<file path="src/rtl/line_acc_pkg.sv">
// Shared types and width helper for the multi-channel line accumulator.
package line_acc_pkg;

  typedef enum logic {ACC_SUM = 1'b0, ACC_MAX = 1'b1} acc_mode_e;
  typedef enum logic {IDLE = 1'b0, ACCUM = 1'b1} state_e;

  // Wide enough to hold max_lines all-ones line sums without wrapping.
  function automatic int acc_width(input int line_w, input int max_lines);
    return line_w + $clog2(max_lines);
  endfunction

endpackage

</file>
<file path="src/rtl/multi_channel_line_accumulator_channel.sv">
// One channel's accumulator: load on first line, sum or max on later lines.
module line_acc_channel
  import line_acc_pkg::*;
#(
  parameter int LINE_SUM_W = 12,
  parameter int ACC_W      = 15
) (
  input  logic                  CLK,
  input  logic                  reset,
  input  logic                  load,
  input  logic                  update,
  input  acc_mode_e             mode,
  input  logic [LINE_SUM_W-1:0] line_sum,
  output logic [ACC_W-1:0]      acc_next
);

  logic [ACC_W-1:0] acc_q;
  logic [ACC_W-1:0] line_ext;

  assign line_ext = ACC_W'(line_sum);

  // acc_next already includes the current line so the top can capture a
  // completed frame on the same edge that accepts its last line.
  always_comb begin
    acc_next = acc_q;
    if (load) begin
      acc_next = line_ext;
    end else if (update) begin
      if (mode == ACC_MAX) acc_next = (line_ext > acc_q) ? line_ext : acc_q;
      else                 acc_next = acc_q + line_ext;
    end
  end

  always_ff @(posedge CLK or negedge reset) begin
    if (!reset) acc_q <= '0;
    else        acc_q <= acc_next;
  end

endmodule

</file>
<file path="src/rtl/multi_channel_line_accumulator.sv">
// Per-channel frame accumulator over a runtime-programmable number of lines.
//   state | meaning
//   IDLE  | no lines of the current frame held
//   ACCUM | 1..N-1 lines held, N latched on the first line
module multi_channel_line_accumulator
  import line_acc_pkg::*;
#(
  parameter int NUM_CH       = 4,
  parameter int LINE_SIZE    = 64,
  parameter int PIXEL_SIZE   = 8,
  parameter int NUM_OF_LINES = 1024,
  parameter int LINE_SUM_W   = $clog2(LINE_SIZE) + 2 * PIXEL_SIZE,
  parameter int MAX_LINES    = NUM_OF_LINES,
  localparam int ACC_W       = acc_width(LINE_SUM_W, MAX_LINES),
  localparam int CNT_W       = $clog2(MAX_LINES + 1)
) (
  input  logic                         CLK,
  input  logic                         reset,
  input  logic                         line_valid,
  input  logic [NUM_CH*LINE_SUM_W-1:0] line_sum,
  input  logic                         frame_start,
  input  logic [CNT_W-1:0]             num_lines,
  input  logic                         acc_mode,
  output logic [NUM_CH*ACC_W-1:0]      frame_sum,
  output logic                         frame_done,
  output logic                         frame_abort,
  output logic                         busy,
  output logic [CNT_W-1:0]             line_count
);

  state_e            state_q, state_d;
  acc_mode_e         mode_q, mode_d;
  logic [CNT_W-1:0]  n_q, n_d, n_eff;
  logic [CNT_W-1:0]  count_q, count_d, cnt_inc;
  logic              first, upd, complete, abort_d;
  logic [NUM_CH*ACC_W-1:0] acc_next;

  always_comb begin
    n_eff    = (num_lines == '0 || num_lines > CNT_W'(MAX_LINES)) ? CNT_W'(MAX_LINES) : num_lines;
    first    = line_valid && (state_q == IDLE || frame_start);
    upd      = line_valid && (state_q == ACCUM) && !frame_start;
    cnt_inc  = count_q + CNT_W'(1);
    complete = (first && n_eff == CNT_W'(1)) || (upd && cnt_inc == n_q);
    // A restart that also completes a one-line frame reports done only.
    abort_d  = frame_start && (state_q == ACCUM) && !complete;
    state_d  = state_q;
    count_d  = count_q;
    n_d      = n_q;
    mode_d   = mode_q;
    if (first) begin
      n_d     = n_eff;
      mode_d  = acc_mode_e'(acc_mode);
      count_d = CNT_W'(1);
      state_d = ACCUM;
    end else if (upd) begin
      count_d = cnt_inc;
    end else if (abort_d) begin
      count_d = '0;
      state_d = IDLE;
    end
    if (complete) begin
      count_d = '0;
      state_d = IDLE;
    end
  end

  always_ff @(posedge CLK or negedge reset) begin
    if (!reset) begin
      state_q     <= IDLE;
      mode_q      <= ACC_SUM;
      n_q         <= '0;
      count_q     <= '0;
      frame_sum   <= '0;
      frame_done  <= 1'b0;
      frame_abort <= 1'b0;
    end else begin
      state_q     <= state_d;
      mode_q      <= mode_d;
      n_q         <= n_d;
      count_q     <= count_d;
      frame_done  <= complete;
      frame_abort <= abort_d;
      if (complete) frame_sum <= acc_next;
    end
  end

  for (genvar c = 0; c < NUM_CH; c++) begin : g_ch
    line_acc_channel #(
      .LINE_SUM_W (LINE_SUM_W),
      .ACC_W      (ACC_W)
    ) u_ch (
      .CLK      (CLK),
      .reset    (reset),
      .load     (first),
      .update   (upd),
      .mode     (mode_q),
      .line_sum (line_sum[c*LINE_SUM_W +: LINE_SUM_W]),
      .acc_next (acc_next[c*ACC_W +: ACC_W])
    );
  end

  assign busy       = (state_q == ACCUM);
  assign line_count = count_q;

endmodule

</file>
<file path="config.mk">
export PLATFORM = sky130hd
export DESIGN_NAME = multi_channel_line_accumulator
export DESIGN_NICKNAME = d
export VERILOG_FILES = /design/src/rtl/line_acc_pkg.sv /design/src/rtl/multi_channel_line_accumulator_channel.sv /design/src/rtl/multi_channel_line_accumulator.sv
export SDC_FILE = /design/constraint.sdc
export NUM_CORES = 1
export LEC_CHECK = 0
export ABC_AREA = 1
export CAP_MARGIN = 25
export CORE_AREA = 5 5 220 222
export DETAILED_ROUTE_END_ITERATION = 10
export DIE_AREA = 0 0 225 227
export PLACE_DENSITY = 0.69
export SLEW_MARGIN = 40
export SYNTH_ARGS = -nofsm -noshare
export SYNTH_HDL_FRONTEND = slang
export SYNTH_SLANG_ARGS = --single-unit
</file>
<file path="constraint.sdc">
create_clock -name CLK -period 4.5 [get_ports CLK]
set_input_delay 1.125 -clock CLK [delete_from_list [all_inputs] [get_ports CLK]]
set_output_delay 1.125 -clock CLK [all_outputs]
set_load 0.02 [all_outputs]
</file>
# [Word-level counts from Yosys, hierarchy flattened]
# Cells that the tools add are included.
[totals] ff_bits=282 latch_bits=0 ramBits=0 romBits=0 in_bits=104 output_inout_bits=142 memories=0
[classes] addsub=5 mul=0 div_mod_pow=0 magnitude_cmp=5 eq_ne=3 n_shift=0 muxes=25 bitwise_logic=1 n_reduce_logical=16
[ops] operator="two-way mux 32 bit" n=16
[ops] operator="adder 32 x 22 -> 32 bit" n=4
[ops] operator="greater-than comparator 22 x 32 -> 1 bit" n=4
[ops] operator="two-way mux 11 bit" n=5
[ops] operator="adder 11 x 1 -> 11 bit, second input constant" n=1
[ops] operator="equality test 11 x 1 -> 1 bit, second input constant" n=1
[ops] operator="equality test 11 bit" n=1
[ops] operator="greater-than comparator 11 bit, second input constant" n=1
[ops] operator="logical NOT 11 bit" n=1
[ops] operator="logical AND 1 bit" n=7
[ops] operator="two-way mux 1 bit" n=4
[ops] operator="nonzero test 4 bit" n=1
[ops] operator="logical OR 1 bit" n=3
[ops] operator="inequality test 3 bit, second input constant" n=1
[ops] operator="nonzero test 3 bit" n=1
[ops] operator="logical NOT 1 bit" n=2
[ops] operator="AND reduction 2 bit" n=1
[ops] operator="inverter 1 bit" n=1

# [Depth between registers and ports, before layout]
[depth] ltp_word=12 ltp_mapped=22 depth_no_buf=21

# [Modules after synthesis]
# A second synthesis with hierarchy kept.
[hier_totals] cells_unflattened=3831 area_unflattened_um2=25077.8
[by_module_without_submodules] mod="line_acc_channel (g_ch[1].u_ch ...)" n_inst=3 cells_per_inst=758 area_each_um2=4628.2 seq_area_each_um2=800.8
[by_module_without_submodules] mod="multi_channel_line_accumulator" n_inst=1 cells_per_inst=818 area_each_um2=6722.7 seq_area_each_um2=3853.7
[by_module_without_submodules] mod="line_acc_channel (g_ch[0].u_ch)" n_inst=1 cells_per_inst=739 area_each_um2=4470.5 seq_area_each_um2=800.8

# [Least setup slack after synthesis]
# Ideal clock, no wire load.
[synth_timing] kind="in2reg" start="input line_sum[44]" end="register g_ch[2].u_ch.acc_q[22]" arrival_time_ns=3.061 required_time_ns=4.380 slack_ns=1.319 cell_stages=15 path_buffers=0 path_cell_list="ha_1 inv_1 fa_1 or2_2 o21ai_2 nand2_1 nand2_1 nand3_1 nand2_1 nand2_1 nand2_1 nand2_1 xor2_1 nand2_1 and3_1"
[synth_between] elab_chain_len=5
[synth_rtl] item="start: declaration" line="multi_channel_line_accumulator.sv:20" rtl="input logic [NUM_CH*LINE_SUM_W-1:0] line_sum,"
[synth_rtl] item="greater-than comparator 22 x 32 -> 1 bit" line="multi_channel_line_accumulator_channel.sv:29" rtl="if (mode == ACC_MAX) acc_next = (line_ext > acc_q) ? line_ext : acc_q;"
[synth_rtl] item="two-way mux 32 bit" line="multi_channel_line_accumulator_channel.sv:29"
[synth_rtl] item="two-way mux 32 bit *" line="multi_channel_line_accumulator_channel.sv:29"
[synth_rtl] item="two-way mux 32 bit *" line="multi_channel_line_accumulator_channel.sv:28" rtl="end else if (update) begin"
[synth_rtl] item="two-way mux 32 bit *" line="multi_channel_line_accumulator_channel.sv:26" rtl="if (load) begin"
[synth_rtl] item="net acc_next[86]" line="multi_channel_line_accumulator.sv:36" rtl="logic [NUM_CH*ACC_W-1:0] acc_next;"
[synth_rtl] item="end signal: assignment" line="multi_channel_line_accumulator_channel.sv:36" rtl="else acc_q <= acc_next;"
[synth_rtl] item="end: declaration" line="multi_channel_line_accumulator_channel.sv:17" rtl="logic [ACC_W-1:0] acc_q;"
# The timed path passes the listed nets; every way through them passes the cells marked *.
# A chain may end at the register's enable or synchronous reset.

# [Final worst setup path]
[layout_timing] start="input line_sum[22]" end="register frame_sum[62]"
[layout_between] elab_chain_len=5
[layout_rtl] item="greater-than comparator 22 x 32 -> 1 bit" line="multi_channel_line_accumulator_channel.sv:29"
[layout_rtl] item="two-way mux 32 bit" line="multi_channel_line_accumulator_channel.sv:29"
[layout_rtl] item="two-way mux 32 bit *" line="multi_channel_line_accumulator_channel.sv:29"
[layout_rtl] item="two-way mux 32 bit *" line="multi_channel_line_accumulator_channel.sv:28"
[layout_rtl] item="two-way mux 32 bit *" line="multi_channel_line_accumulator_channel.sv:26"
[layout_rtl] item="net acc_next[62]" line="multi_channel_line_accumulator.sv:36"
[layout_rtl] item="end signal: assignment" line="multi_channel_line_accumulator.sv:83" rtl="if (complete) frame_sum <= acc_next;"
[layout_rtl] item="end: declaration" line="multi_channel_line_accumulator.sv:24" rtl="output logic [NUM_CH*ACC_W-1:0] frame_sum,"
# Marked as above.

==> metrics.txt <==
fmax=285.2 MHz; Crit path required time=5.01 ns; ys flop type=dfrtp_1; core area=0.04616 sq mm; CP most frequent cell=nand2_1; DRC viols=0; flops & latches, synth=282; clock sink total=282; Max Cap Viol=0; slowest stage cell, crit path=clkdlybuf4s50_1; worst stage delay on the critical path=0.50 ns; min Tclk post-route=3.507 ns; crit end category=flip-flop; yosys warns=0; number of global-route vias before repair=22.41k; die width=225 microns; Pins Over Slew Limit=0; WL/cell=16.97 microns; DRT antenna net count=0; CP max FO=6; Async SR Flop Fraction=1.000; Clock Pin Slew Worst Setup and Hold Paths=0.06 ns; clock latency on the worst-skew pair=0.57 ns; I/O pin total=246; TNS Setup=0 ns; post-synth cell types=46; Rel. slew slack=0.5274; Die Span Y=227 microns; Worst EP arrival=4.02 ns; unrepaired setup endpoints after global routing=false; initial antenna violation count=1; post-synth top area share=0.3084; via count=23.57k; detailed placer's ending HPWL=53,780 microns; cts repair resizes=0; Pwr Total=9.743 mW; Mapped Nets=3,825; top cells by area, synth=dfrtp_1, nand2_1, nand3_1; placed inst area=0.02593 sq mm; Tot GR Track Use=0.2852; clock tree root buffer cell=clkbuf_16; RePlAce Congestion=0.9645; status=finished clean; syn avg cell area=6.464 sq um; Die ar.=0.05108 sq mm; WL final=74,280 microns; fin cells=4,377; Finished Cell Area=0.02718 sq mm; Leak=13.94 nW; r2r setup slk=1.52 ns; CTS tree=yes; setup bufs post-CTS=0; # fillers=4,497; critical path class=in -> reg; htree depth=2; Crit. Startpoint=line_sum[22]; final worst path period share=0.7793; hold_buf cts=0; clk buf depth=3; post-synth top area cell=dfrtp_1; share of layout cells above drive strength 1=0.03928; Vias/cell=5.384; nets=4,028; first-pass GRT wire length=119,000 microns; Setup crit start kind=primary input; initial core utilization=0.4957; Clock Skew=0.02109 ns; cts bufs inserted=35; PnR worst setup slack=0.9932 ns; drt initial violations=1,972; hold crit path type=in -> async; Critical Path, Cell by Cell=clkdlybuf4s50_1 > ha_1 > inv_1 > fa_1 > or2_1 > o21ai_2 > nand2_1 > nand2_1 > nand3_1 > nand2_1 > nand3_1 > nand2_1 > nand3_1 > a31oi_1 > nand2_1 > nand2_1; post-synthesis sequential area ratio=0.3084; row count=79; Cell Pwr Density=358.5 mW/mm^2; total placed cells including tap cells=4,312; pre-CTS setup slack=0.4166 ns; IO Port Bufs=245; largest net degree at the start of global routing=112; GRT overflow=0; mapped cell area=0.02288 sq mm; Hold Vio Cnt, Final=0; EDFF count, synth=0; Syn Inst Count=3,540; P&R area growth vs syn=18.77%; maximum vdd drop=313.9 uV; measured slew at the worst slew-check pin=0.7088 ns; Crit Reg-Reg Startpoint=line_count[0]$_DFFE_PN0P_; DR pass1 iterations=6; endpoints failing setup=0
[final timing paths]
| check | end | cells after the start |
|---|---|---|
| max | frame_sum[62]$_DFFE_PN0N_ | 16 |
| min | frame_sum[106]$_DFFE_PN0N_ | 1 |
| max reg2reg | frame_sum[7]$_DFFE_PN0N_ | 13 |
| min reg2reg | frame_sum[39]$_DFFE_PN0N_ | 2 |
| max in group asynchronous | frame_sum[14]$_DFFE_PN0N_ | 3 |
| min in group CLK | frame_sum[39]$_DFFE_PN0N_ | 2 |
[sequential cells by signal (all words and copies together), names as in the netlist]
register	cells
mode_q	1
line_count	11
busy	1
n_q	11
frame_abort	1
frame_sum	128
frame_done	1
g_ch.u_ch.acc_q	128
[Yosys cell counts (4+ instances only)]
cell type,instances
nand2_1,1147
nand3_1,459
inv_1,453
dfrtp_1,282
o21ai_0,251
nor2_1,200
a21oi_1,182
ha_1,177
clkbuf_1,70
nor3_1,45
nand4_1,43
a31oi_1,22
buf_2,21
nor4_1,15
a21o_1,12
buf_1,12
buf_6,12
or2_2,12
xor2_1,12
nand3b_1,11
and2_1,10
and3_1,10
buf_4,8
o21a_1,8
o21bai_1,7
o22ai_1,7
inv_2,6
nand2_2,6
a21boi_0,4
fa_1,4
o31ai_1,4
xnor2_1,4
[critical path, delay by kind of cell]
family          cells  cell delay, ns
simple gates       10            1.25
buf+inv             2            0.59
fa+ha+maj           2            0.58
compound gates      2            0.48
[stage by stage]
step,hold slack (ns),utilization
after global routing,0.4346,0.5887
after detailed placement,0.4646,0.5618
after global placement,0.4606,0.5618
after CTS,0.4806,0.5880
after floorplan,0.4686,-
final,0.4284,0.5887
[final cells by class]
class                           instances  area (sq um)  area share
Antenna cell                            2         5.005   0.0001842
Clock inverter                         20         270.3    0.009945
Sequential cell                       282          7061      0.2598
Multi-Input combinational cell       2674         13500      0.4967
Tap cell                              607         759.5     0.02795
Timing Repair Buffer                  289          2905      0.1069
Inverter                              461          1734     0.06381
Clock buffer                           42         942.2     0.03467
[per-layer routing]
metal,track usage,part of all wire,wire (microns)
met1,0.4137,0.47,34580
met2,0.4439,0.44,32340
met3,0.03985,0.071,5287
met4,0.09153,0.028,2071
met5,0,0,0
[power breakdown]
part	leakage [nW]	total [mW]	switching, mW	internal (mW)
Clock	0.606	3.03	1.23	1.80
Sequential	3.68	3.10	0.251	2.85
Combinational	9.65	3.61	2.34	1.27
[cells by family (layout without fill, tap and decap cells)]
family / count (synthesis) / after routing / synth area share
and+or+nand+nor: 1971 / 1971 / 0.3657
buffers and inverters: 584 / 812 / 0.1022
AOI/OAI and AO/OA: 506 / 506 / 0.1173
DFF: 282 / 282 / 0.3084
adders and majority gates: 181 / 181 / 0.1003
xor gates and xnor gates: 16 / 16 / 0.006124
other: 0 / 2 / 0
[cell usage in the layout, fill, tap and decap left out, types with 43 or more instances in the layout]
master,count
nand4_1,43
dfrtp_1,281
nor3_1,45
o21ai_0,251
clkdlybuf4s50_1,243
a21oi_1,182
nand3_1,459
nor2_1,199
nand2_1,1147
ha_1,177
inv_1,451
Note: power is estimated with default switching activity, not from simulation.
